==> config.mk <==
export PLATFORM = sky130hd
export DESIGN_NAME = esfa_symbol_tx
export DESIGN_NICKNAME = d
export VERILOG_FILES = /design/src/rtl/esfa_pkg.sv /design/src/rtl/esfa_sym_buf.sv /design/src/rtl/esfa_symbol_tx.sv
export SDC_FILE = /design/constraint.sdc
export NUM_CORES = 1
export LEC_CHECK = 0
export ABC_CLOCK_PERIOD_IN_PS = 8300
export CORE_MARGIN = 2
export CORE_UTILIZATION = 61
export CTS_BUF_LIST = sky130_fd_sc_hd__clkbuf_16
export DETAILED_ROUTE_END_ITERATION = 16
export PLACE_DENSITY = 0.79
export SLEW_MARGIN = 20
export SYNTH_ARGS = -nofsm -noshare
export SYNTH_HDL_FRONTEND = slang
export SYNTH_HIERARCHICAL = 1
export SYNTH_SLANG_ARGS = --single-unit
==> constraint.sdc <==
create_clock -name clk -period 8.3 [get_ports clk]
set_clock_uncertainty 0.15 [all_clocks]
set_input_delay 0.83 -clock clk [delete_from_list [all_inputs] [get_ports clk]]
set_output_delay 0.83 -clock clk [all_outputs]
set_load 0.1 [all_outputs]
==> src/rtl/esfa_pkg.sv <==
// Shared types for the ESFA symbol-stream blocks: default widths, FSM state
// encoding and the latched verdict code.
package esfa_pkg;

    localparam int SYM_W_DEF = 8;

    typedef enum logic [1:0] {
        ST_IDLE   = 2'd0,
        ST_SEND   = 2'd1,
        ST_WAIT_V = 2'd2,
        ST_DONE   = 2'd3
    } state_t;

    typedef enum logic [1:0] {
        VD_NONE    = 2'd0,
        VD_ACCEPT  = 2'd1,
        VD_REJECT  = 2'd2,
        VD_TIMEOUT = 2'd3
    } verdict_t;

    function automatic logic is_busy(input state_t s);
        return (s == ST_SEND) || (s == ST_WAIT_V);
    endfunction

endpackage

==> src/rtl/esfa_sym_buf.sv <==
// String buffer: DEPTH x SYM_W register array, one write port addressed by the
// append index and an asynchronous read port addressed by the stream pointer.
module esfa_sym_buf #(
    parameter int SYM_W = 8,
    parameter int DEPTH = 16,
    parameter int PTR_W = $clog2(DEPTH)
) (
    input  logic             clk,
    input  logic             wr_en,
    input  logic [PTR_W-1:0] wr_idx,
    input  logic [SYM_W-1:0] wr_data,
    input  logic [PTR_W-1:0] rd_idx,
    output logic [SYM_W-1:0] rd_data
);

    logic [SYM_W-1:0] mem [DEPTH];

    // NOTE: the array is deliberately not reset; the owner's count says which
    // entries hold valid data, so clearing storage would only cost reset fanout.
    always_ff @(posedge clk) begin
        if (wr_en) begin
            mem[wr_idx] <= wr_data;
        end
    end

    assign rd_data = mem[rd_idx];

endmodule

==> src/rtl/esfa_symbol_tx.sv <==
// Transmit side of the ESFA symbol stream: buffers a host-loaded string, streams
// it over valid/ready with a last marker, then latches the engine's verdict.
module esfa_symbol_tx
    import esfa_pkg::*;
#(
    parameter int SYM_W       = SYM_W_DEF,
    parameter int DEPTH       = 16,
    parameter int TIMEOUT_CYC = 255
) (
    input  logic                     clk,
    input  logic                     rst_n,
    input  logic                     wr_en,
    input  logic [SYM_W-1:0]         wr_data,
    input  logic                     clear,
    input  logic                     start,
    output logic [$clog2(DEPTH):0]   count,
    output logic                     busy,
    output logic                     sym_valid,
    output logic [SYM_W-1:0]         sym_data,
    output logic                     sym_last,
    input  logic                     sym_ready,
    input  logic                     verdict_valid,
    input  logic                     verdict_accept,
    output logic                     done,
    output logic                     accept,
    output logic                     timeout,
    output logic                     err
);

    localparam int PTR_W = $clog2(DEPTH);
    localparam int CNT_W = PTR_W + 1;
    localparam int TMR_W = $clog2(TIMEOUT_CYC + 1);

    localparam logic [CNT_W-1:0] CNT_FULL   = CNT_W'(DEPTH);
    localparam logic [TMR_W-1:0] TMR_EXPIRE = TMR_W'(TIMEOUT_CYC - 1);

    state_t           state, state_n;
    verdict_t         verdict, verdict_n;
    logic [CNT_W-1:0] count_q, count_n;
    logic [PTR_W-1:0] rd_ptr, rd_ptr_n;
    logic [TMR_W-1:0] timer, timer_n;
    logic             err_q, err_n;
    logic             buf_we;
    logic [SYM_W-1:0] rd_data;
    logic             full;
    logic             at_last;
    logic             req_any;

    esfa_sym_buf #(
        .SYM_W (SYM_W),
        .DEPTH (DEPTH),
        .PTR_W (PTR_W)
    ) u_buf (
        .clk     (clk),
        .wr_en   (buf_we),
        .wr_idx  (count_q[PTR_W-1:0]),
        .wr_data (wr_data),
        .rd_idx  (rd_ptr),
        .rd_data (rd_data)
    );

    assign full    = (count_q == CNT_FULL);
    assign at_last = ({1'b0, rd_ptr} == (count_q - CNT_W'(1)));
    assign req_any = wr_en | start | clear;

    // NOTE: all state updates use non-blocking assignments so every register
    // samples the pre-edge values regardless of statement order.
    always_ff @(posedge clk or negedge rst_n) begin
        if (!rst_n) begin
            state   <= ST_IDLE;
            verdict <= VD_NONE;
            count_q <= '0;
            rd_ptr  <= '0;
            timer   <= '0;
            err_q   <= 1'b0;
        end else begin
            state   <= state_n;
            verdict <= verdict_n;
            count_q <= count_n;
            rd_ptr  <= rd_ptr_n;
            timer   <= timer_n;
            err_q   <= err_n;
        end
    end

    always_comb begin
        // NOTE: every next-value is defaulted first so no path can infer a latch.
        state_n   = state;
        verdict_n = verdict;
        count_n   = count_q;
        rd_ptr_n  = rd_ptr;
        timer_n   = timer;
        err_n     = 1'b0;
        buf_we    = 1'b0;

        case (state)
            ST_IDLE, ST_DONE: begin
                if (clear) begin
                    count_n   = '0;
                    verdict_n = VD_NONE;
                    state_n   = ST_IDLE;
                end else begin
                    if (wr_en) begin
                        if (full) begin
                            err_n = 1'b1;
                        end else begin
                            buf_we  = 1'b1;
                            count_n = count_q + CNT_W'(1);
                        end
                    end
                    // A write in the same cycle counts toward the start check.
                    if (start) begin
                        if (count_n == '0) begin
                            err_n = 1'b1;
                        end else begin
                            state_n   = ST_SEND;
                            rd_ptr_n  = '0;
                            verdict_n = VD_NONE;
                        end
                    end
                end
            end

            ST_SEND: begin
                err_n = req_any;
                if (sym_ready) begin
                    rd_ptr_n = rd_ptr + PTR_W'(1);
                    if (at_last) begin
                        state_n = ST_WAIT_V;
                        timer_n = '0;
                    end
                end
            end

            ST_WAIT_V: begin
                err_n = req_any;
                if (verdict_valid) begin
                    state_n   = ST_DONE;
                    verdict_n = verdict_accept ? VD_ACCEPT : VD_REJECT;
                end else if (timer == TMR_EXPIRE) begin
                    state_n   = ST_DONE;
                    verdict_n = VD_TIMEOUT;
                end else begin
                    timer_n = timer + TMR_W'(1);
                end
            end

            default: begin
                state_n = ST_IDLE;
            end
        endcase
    end

    // Stream outputs decode directly from registers, so they cannot glitch or
    // change while the engine stalls; sym_data is zeroed outside SEND.
    assign sym_valid = (state == ST_SEND);
    assign sym_data  = sym_valid ? rd_data : '0;
    assign sym_last  = sym_valid & at_last;

    assign count   = count_q;
    assign busy    = is_busy(state);
    assign err     = err_q;
    assign done    = (verdict != VD_NONE);
    assign accept  = (verdict == VD_ACCEPT);
    assign timeout = (verdict == VD_TIMEOUT);

endmodule

==> impl_metrics.env <==
export IMPL_period_needed_ns=4.62
export IMPL_antenna_left=0
export IMPL_overflow=0
export IMPL_place_area_mm2=0.00713
export IMPL_ioPinCount=36
export IMPL_min_period_over_period=0.557
export IMPL_setup_viol=0
export IMPL_clk_pin_slew_ns=0.06
export IMPL_max_freq_mhz=216
export IMPL_grt_pass1_vias=3889
export IMPL_drt_total_wl_mm=13.2
export IMPL_grt_max_degree=38
export IMPL_ys_ff_latch=150
export IMPL_fin_area_mm2=0.00770
export IMPL_start_kind="flip-flop"
export IMPL_slew_headroom=0.343
export IMPL_max_cap_violations=0
export IMPL_setup_tns_ns=0
export IMPL_hpwl_mm=8.23
export IMPL_cts_tree="done"
export IMPL_syn_num_nets=438
export IMPL_dr_pass1_iters=5
export IMPL_antenna_found_initial=0
export IMPL_clock_latency_ns=0.41
export IMPL_n_fill_cell=674
export IMPL_ys_warn_count=6
export IMPL_hold_buffers=0
export IMPL_critPathKind="reg2out"
export IMPL_cts_resized=0
export IMPL_syn_instance_count=415
export IMPL_finalNetCount=475
export IMPL_ir_worst_vdd_mv=0.348
export IMPL_clock_tree_root_cell="clkbuf_16"
export IMPL_power_density_mw_per_mm2=327
export IMPL_power_leakage_nw=2.63
export IMPL_vias=3847
export IMPL_start_util=0.622
export IMPL_die_width_um=109
export IMPL_synthFlopType="edfxtp_1"
export IMPL_async_flop_share=0.147
export IMPL_min_path_type="in2async"
export IMPL_numCtsBuffers=17
export IMPL_synth_yosys_seq_area_share=0.654
export IMPL_required_ns=7.32
export IMPL_grt_use_total=0.244
export IMPL_area_growth_synth_to_final_pct=14.6
export IMPL_drive_above_1_share=0.142
export IMPL_core_mm2=0.0108
export IMPL_viasPerCell=6.36
export IMPL_drc=0
export IMPL_ys_types=61
export IMPL_grt_first_pass_wirelength_mm=20.9
export IMPL_die_area_mm2=0.0119
export IMPL_rows=38
export IMPL_synth_area_per_cell_um2=16.2
export IMPL_cts_setup_buffers=0
export IMPL_cp_arrival_ns=3.64
export IMPL_synthesis_area_mm2=0.00672
export IMPL_clk_path_buf_depth=2
export IMPL_cts_sinks=150
export IMPL_finalHoldViolations=0
export IMPL_die_y_um=109
export IMPL_cts_max_level=4
export IMPL_cp_end_kind="output pin"
export IMPL_drtIter0Drc=290
export IMPL_globalplace_congestion=0.779
export IMPL_rsz0062_at_grt="no"
export IMPL_io_buffers=35
export IMPL_cp_max_fo=17
export IMPL_status="completed"
export IMPL_slew_viol_final=0
export IMPL_worst_pin_slew_ns=0.982
export IMPL_antennaDiodeCount=0
export IMPL_wire_per_inst_um=21.8
export IMPL_synth_edff_count=128
## final timing paths
check                                startpoint                         to  slack [ns]  cells past startpoint
max                        count[0]$_DFFE_PN0N_                   sym_last        3.68                      6
min in group clk           state[0]$_DFFE_PN0P_       state[0]$_DFFE_PN0P_        0.39                      1
min                                       rst_n       timer[5]$_DFFE_PN0P_        0.24                      1
min reg2reg                state[0]$_DFFE_PN0P_       state[0]$_DFFE_PN0P_        0.39                      1
max in group asynchronous                 rst_n      rd_ptr[0]$_DFFE_PN0P_        7.35                      1
max reg2reg                count[0]$_DFFE_PN0N_  u_buf/mem[3][5]$_DFFE_PP_        4.69                      7
## layout make-up
cell class                      count  area, um^2  share of cell area
Clock inverter                     15         146              0.0190
Tap cell                          140         175              0.0228
Timing Repair Buffer               40         383              0.0497
Multi-Input combinational cell    230        2120               0.276
Sequential cell                   150        4400               0.571
Clock buffer                       17         425              0.0553
Inverter                           13        48.8             0.00634
## sequential cells by signal, summed over array words and instances (netlist names)
name	flops
rd_ptr	4
timer	8
u_buf/mem	128
state	2
verdict	2
count	5
err	1
## per-layer routing
metal  vias to the layer above  global-route usage  share of wire
li1                       1730                   -              -
met1                      1945               0.322           0.41
met2                       150               0.404           0.51
met3                        22              0.0622          0.067
met4                         0              0.0760          0.015
met5                         -                   0              0
## cell usage in the layout (no fill, tap or decap), types with 5 or more instances in the layout
cell type	n
ha_1	7
nand2b_1	8
a21oi_1	8
inv_1	13
nor3_1	6
and2_1	11
nand2_1	21
buf_4	5
o21ai_0	10
a22oi_1	16
clkbuf_16	17
mux4_1	14
dfrtp_1	21
nand3_1	8
clkdlybuf4s50_1	34
edfxtp_1	128
mux4_2	18
xnor2_1	5
nor2_1	25
nor2b_1	5
## worst max-delay path, cell delays in order, from the launching register on
cell and delay [ns]:
dfrtp_1 0.71, inv_1 0.16, ha_1 0.34, o21ba_2 0.24, a221oi_1 0.37, o2111a_1 0.26, clkdlybuf4s50_1 1.14
## synth_stat cells, types with 2 or more instances
cell | count | area (um^2)
nand2_1 | 21 | 78.8
nand2b_1 | 8 | 50.1
a22o_1 | 2 | 17.5
mux2i_1 | 4 | 40.0
a32o_1 | 2 | 20.0
nand3b_1 | 2 | 15.0
mux2_2 | 2 | 22.5
xnor2_1 | 5 | 43.8
mux4_2 | 18 | 405
nor3_1 | 6 | 30.0
o311ai_0 | 2 | 17.5
xor2_1 | 4 | 35.0
a211oi_1 | 2 | 15.0
a22oi_1 | 16 | 120
ha_1 | 7 | 87.6
inv_1 | 13 | 48.8
a21boi_0 | 3 | 22.5
o41ai_1 | 2 | 17.5
xnor2_2 | 2 | 32.5
o21ai_0 | 10 | 50.1
buf_6 | 5 | 56.3
nor3b_1 | 2 | 15.0
nor2b_1 | 5 | 31.3
and2_1 | 11 | 68.8
nand4_1 | 4 | 25.0
a21oi_1 | 8 | 40.0
o41a_1 | 2 | 22.5
clkbuf_1 | 7 | 26.3
o2111ai_1 | 2 | 17.5
buf_2 | 5 | 25.0
dfrtp_1 | 22 | 551
clkdlybuf4s25_2 | 3 | 30.0
or4_1 | 2 | 15.0
nand3_1 | 8 | 40.0
nor2_1 | 25 | 93.8
o31ai_1 | 4 | 30.0
a221o_1 | 4 | 40.0
mux4_1 | 14 | 368
buf_4 | 2 | 15.0
edfxtp_1 | 128 | 3840
## stage by stage
step	worst slack [ns]	cells	power [mW]	utilization	hold WS, ns
after detailed placement	4.03	573	1.80	0.660	0.381
after global routing	3.49	605	2.63	0.713	0.264
after global placement	4.05	573	1.78	0.660	0.363
after floorplan	4.20	415	1.62	-	0.336
final	3.68	605	2.52	0.713	0.238
after CTS	3.55	605	2.53	0.713	0.395
## power breakdown
part | switching (mW) | total [mW] | internal (mW)
clock network | 0.312 | 0.732 | 0.420
registers | 0.0802 | 0.942 | 0.861
logic | 0.550 | 0.845 | 0.295
total | 0.942 | 2.52 | 1.58
## cells by family after synthesis
logic type	synth area share
flops	0.654
simple gates	0.0844
compound gates	0.0773
mux	0.124
buf+inv	0.0300
xor+xnor	0.0166
fa+ha+maj	0.0130
Power figures use the tool's default switching activity.
==> RTL change (config.mk and constraints unchanged) <==
Encoding of `verdict_t`: now one-hot (4 bits for 4 values).
--- a/src/rtl/esfa_pkg.sv
+++ b/src/rtl/esfa_pkg.sv
@@ -11,11 +11,11 @@
         ST_DONE   = 2'd3
     } state_t;
 
-    typedef enum logic [1:0] {
-        VD_NONE    = 2'd0,
-        VD_ACCEPT  = 2'd1,
-        VD_REJECT  = 2'd2,
-        VD_TIMEOUT = 2'd3
+    typedef enum logic [3:0] {
+        VD_NONE    = 4'b0001,
+        VD_ACCEPT  = 4'b0010,
+        VD_REJECT  = 4'b0100,
+        VD_TIMEOUT = 4'b1000
     } verdict_t;
 
     function automatic logic is_busy(input state_t s);
Formal check against the unedited RTL: same outputs for any inputs over 4 cycles, from zero or initial values and one cycle with rst_n low; so few cycles prove little.
==> RTL change against the original RTL <==
Final area up 2.7%; wire length increased by 10%; core utilization grew 0.98 points; synthesized area up 2.8%; total power increased by 8.2%; sequential cell count increased by 2; maximum frequency is essentially flat; setup slack hardly changed; critical path type unchanged.
==> RTL change: results (changes against the original RTL) <==
- Result of the run: completed
- # resized after CTS: 0 (unchanged)
- Number of global-route vias before repair: 3997 (+2.8%)
- Global-route wire length before repair: 22.29 mm (+6.6%)
- Net count, final: 499 (+5.1%)
- Share of layout cells above drive strength 1: 13.91% (-0.29 points)
- FF-to-FF path depth: 7 (unchanged)
- Avg Inst Size Synth: 15.66 sq um (-3.2%)
- Postcts setup bufs: 0 (unchanged)
- Worst r2r dst: u_buf/mem[3][5]$_DFFE_PP_
- Fraction of registers with async set or reset after synthesis: 15.79% (+1.1 points)
- Post-placement setup slack: 4.116 ns (+0.08274 ns)
- Worst ir drop on vdd: 0.2325 mV (-33%)
- Synthesis Warnings: 6 (unchanged)
- Setup slack, reg-to-reg: 4.36 ns (-0.33 ns)
- Cells taking the most area after synthesis: edfxtp_1, dfrtp_1, mux4_2, mux4_1, a22oi_1
- Startpoint of the tightest hold check path: state[0]$_DFFE_PN0P_
- Sum of net half-perimeters after detailed placement: 8.803 mm (+6.9%)
- Clock root buffer: clkbuf_16
- Number of design-rule violations left by the first detailed-router iteration: 565 (+95%)
- Reg clk slew, reported paths: 0.06 ns (about the same)
- CTS Buffer Depth: 2 (unchanged)
- Area of the die: 12190 sq um (+2.7%)
- Number of cells traversed by the worst hold path: 1
- Top fanout value on the critical path: 15 (-2)
- Final critical delay including setup and external delays: 4.621 ns (-0.0003200 ns)
- Non-Filler Instances: 629 (+4.0%)
- H-tree depth reported by CTS: 4 (unchanged)
- Static leakage power: 2.678 nW (+1.8%)
- Most used flip-flop cell after synthesis: edfxtp_1
- Placed cell count: 597 (+4.2%)
- Maximum number of pins on one net before global-route repair: 39 (+2.6%)
- Largest register by flop count: u_buf/mem
- Initial antenna violation count: 0 (unchanged)
- Worst hold-check path type: flop to flop
- Syn_nets: 464 (+5.9%)
- Number of distinct library cell variants in the gate-level netlist after synthesis: 61 (unchanged)
- Post-synth top cells: edfxtp_1, nand2_1, dfrtp_1, nor2_1, mux4_2
- Relative slew slack: 32.44% (-1.9 points)
- Share of the yosys chip area belonging to registers: 64.38% (-1.0 points)
- Number of buffers added by the clock tree synthesis step: 17 (unchanged)
- Overall global routing resource usage: 26.02% (+1.6 points)
- Worst R2R Start: state[0]$_DFFE_PN0P_
- Count of TritonRoute iterations in the first routing pass: 6 (+1)
- Number of flops mapped to enable cells by yosys: 128 (unchanged)
- Ant diodes: 0 (unchanged)
- Worst Path Arrival: 3.64 ns (about the same)
- Total of buffers placed on input and output ports: 35 (unchanged)
- Hold-critical path endpoint: state[0]$_DFFE_PN0P_
- Routability Congestion: 0.8163 (+4.8%)
- Routed wire length per instance: 23.15 um (+6.0%)
- Clock latency of the later-clocked register in the worst-skew pair: 0.43 ns (+0.02 ns)
- Vias per inst: 6.733 (+5.9%)
- Max reg flops: 128 (unchanged)
RTL change: worst max-delay path, stage by stage, from the launching register on:
cell	delay, ns
dfrtp_1	0.69
inv_1	0.21
ha_1	0.35
o21ba_1	0.23
a221oi_2	0.36
o2111a_1	0.24
clkdlybuf4s50_1	1.14
RTL change: cell type report:
class,count,area [sq um]
sequential,152,4447
fill,672,3029
multi-input combinational,250,2266
clock buffer,17,425.4
timing repair buffer,39,380.4
tap,140,175.2
clock inverter,15,152.6
inverter,16,60.06
RTL change: per-layer routing:
layer	vias to the layer above	GRT usage, %	share of wire [%]
li1	1839	-	-
met1	2157	36.74	40
met2	213	40.75	51
met3	26	6.408	7.2
met4	0	7.946	1.4
met5	-	0	0
RTL change: kinds of logic (layout without fill, tap and decap cells):
| logic type | Yosys count | in the layout | synth area share [%] |
|---|---|---|---|
| and+or+nand+nor | 118 | 118 | 9.422 |
| AOI/OAI and AO/OA | 84 | 84 | 9.458 |
| adders and majority gates | 7 | 7 | 1.268 |
| buffers and inverters | 39 | 87 | 3.026 |
| muxes | 35 | 35 | 11.69 |
| xor gates and xnor gates | 6 | 6 | 0.7610 |
| DFF | 152 | 152 | 64.38 |
RTL change: worst max-delay path by stage:
stage / start / endpoint / cells after the start
floorplan: verdict[3]$_DFFE_PN0P_ / accept / 1
global placement: rd_ptr[0]$_DFFE_PN0P_ / sym_data[1] / 6
detailed placement: clear / u_buf/mem[0][2]$_DFFE_PP_ / 5
CTS: rd_ptr[0]$_DFFE_PN0P_ / sym_data[4] / 6
global route: rd_ptr[0]$_DFFE_PN0P_ / sym_data[4] / 6
finish: count[0]$_DFFE_PN0N_ / sym_last / 6
RTL change: power by group:
group | internal (mW) | switching (mW) | leakage (nW)
sequential | 0.891 | 0.0792 | 1.46
clock | 0.442 | 0.306 | 0.276
combinational | 0.343 | 0.662 | 0.945
total | 1.68 | 1.05 | 2.68
RTL change: stage by stage:
step           instance area (sq um)  util (%)  total power, mW  hold WS [ns]
2_1_floorplan                   6905         -            1.762        0.3383
5_1_grt                         7906     72.30            2.841        0.3976
3_5_place_dp                    7323     66.97            1.972        0.3685
3_3_place_gp                    7318     66.92            1.948        0.3525
4_1_cts                         7901     72.25            2.728        0.3836
6_report                        7906     72.30            2.725        0.3835
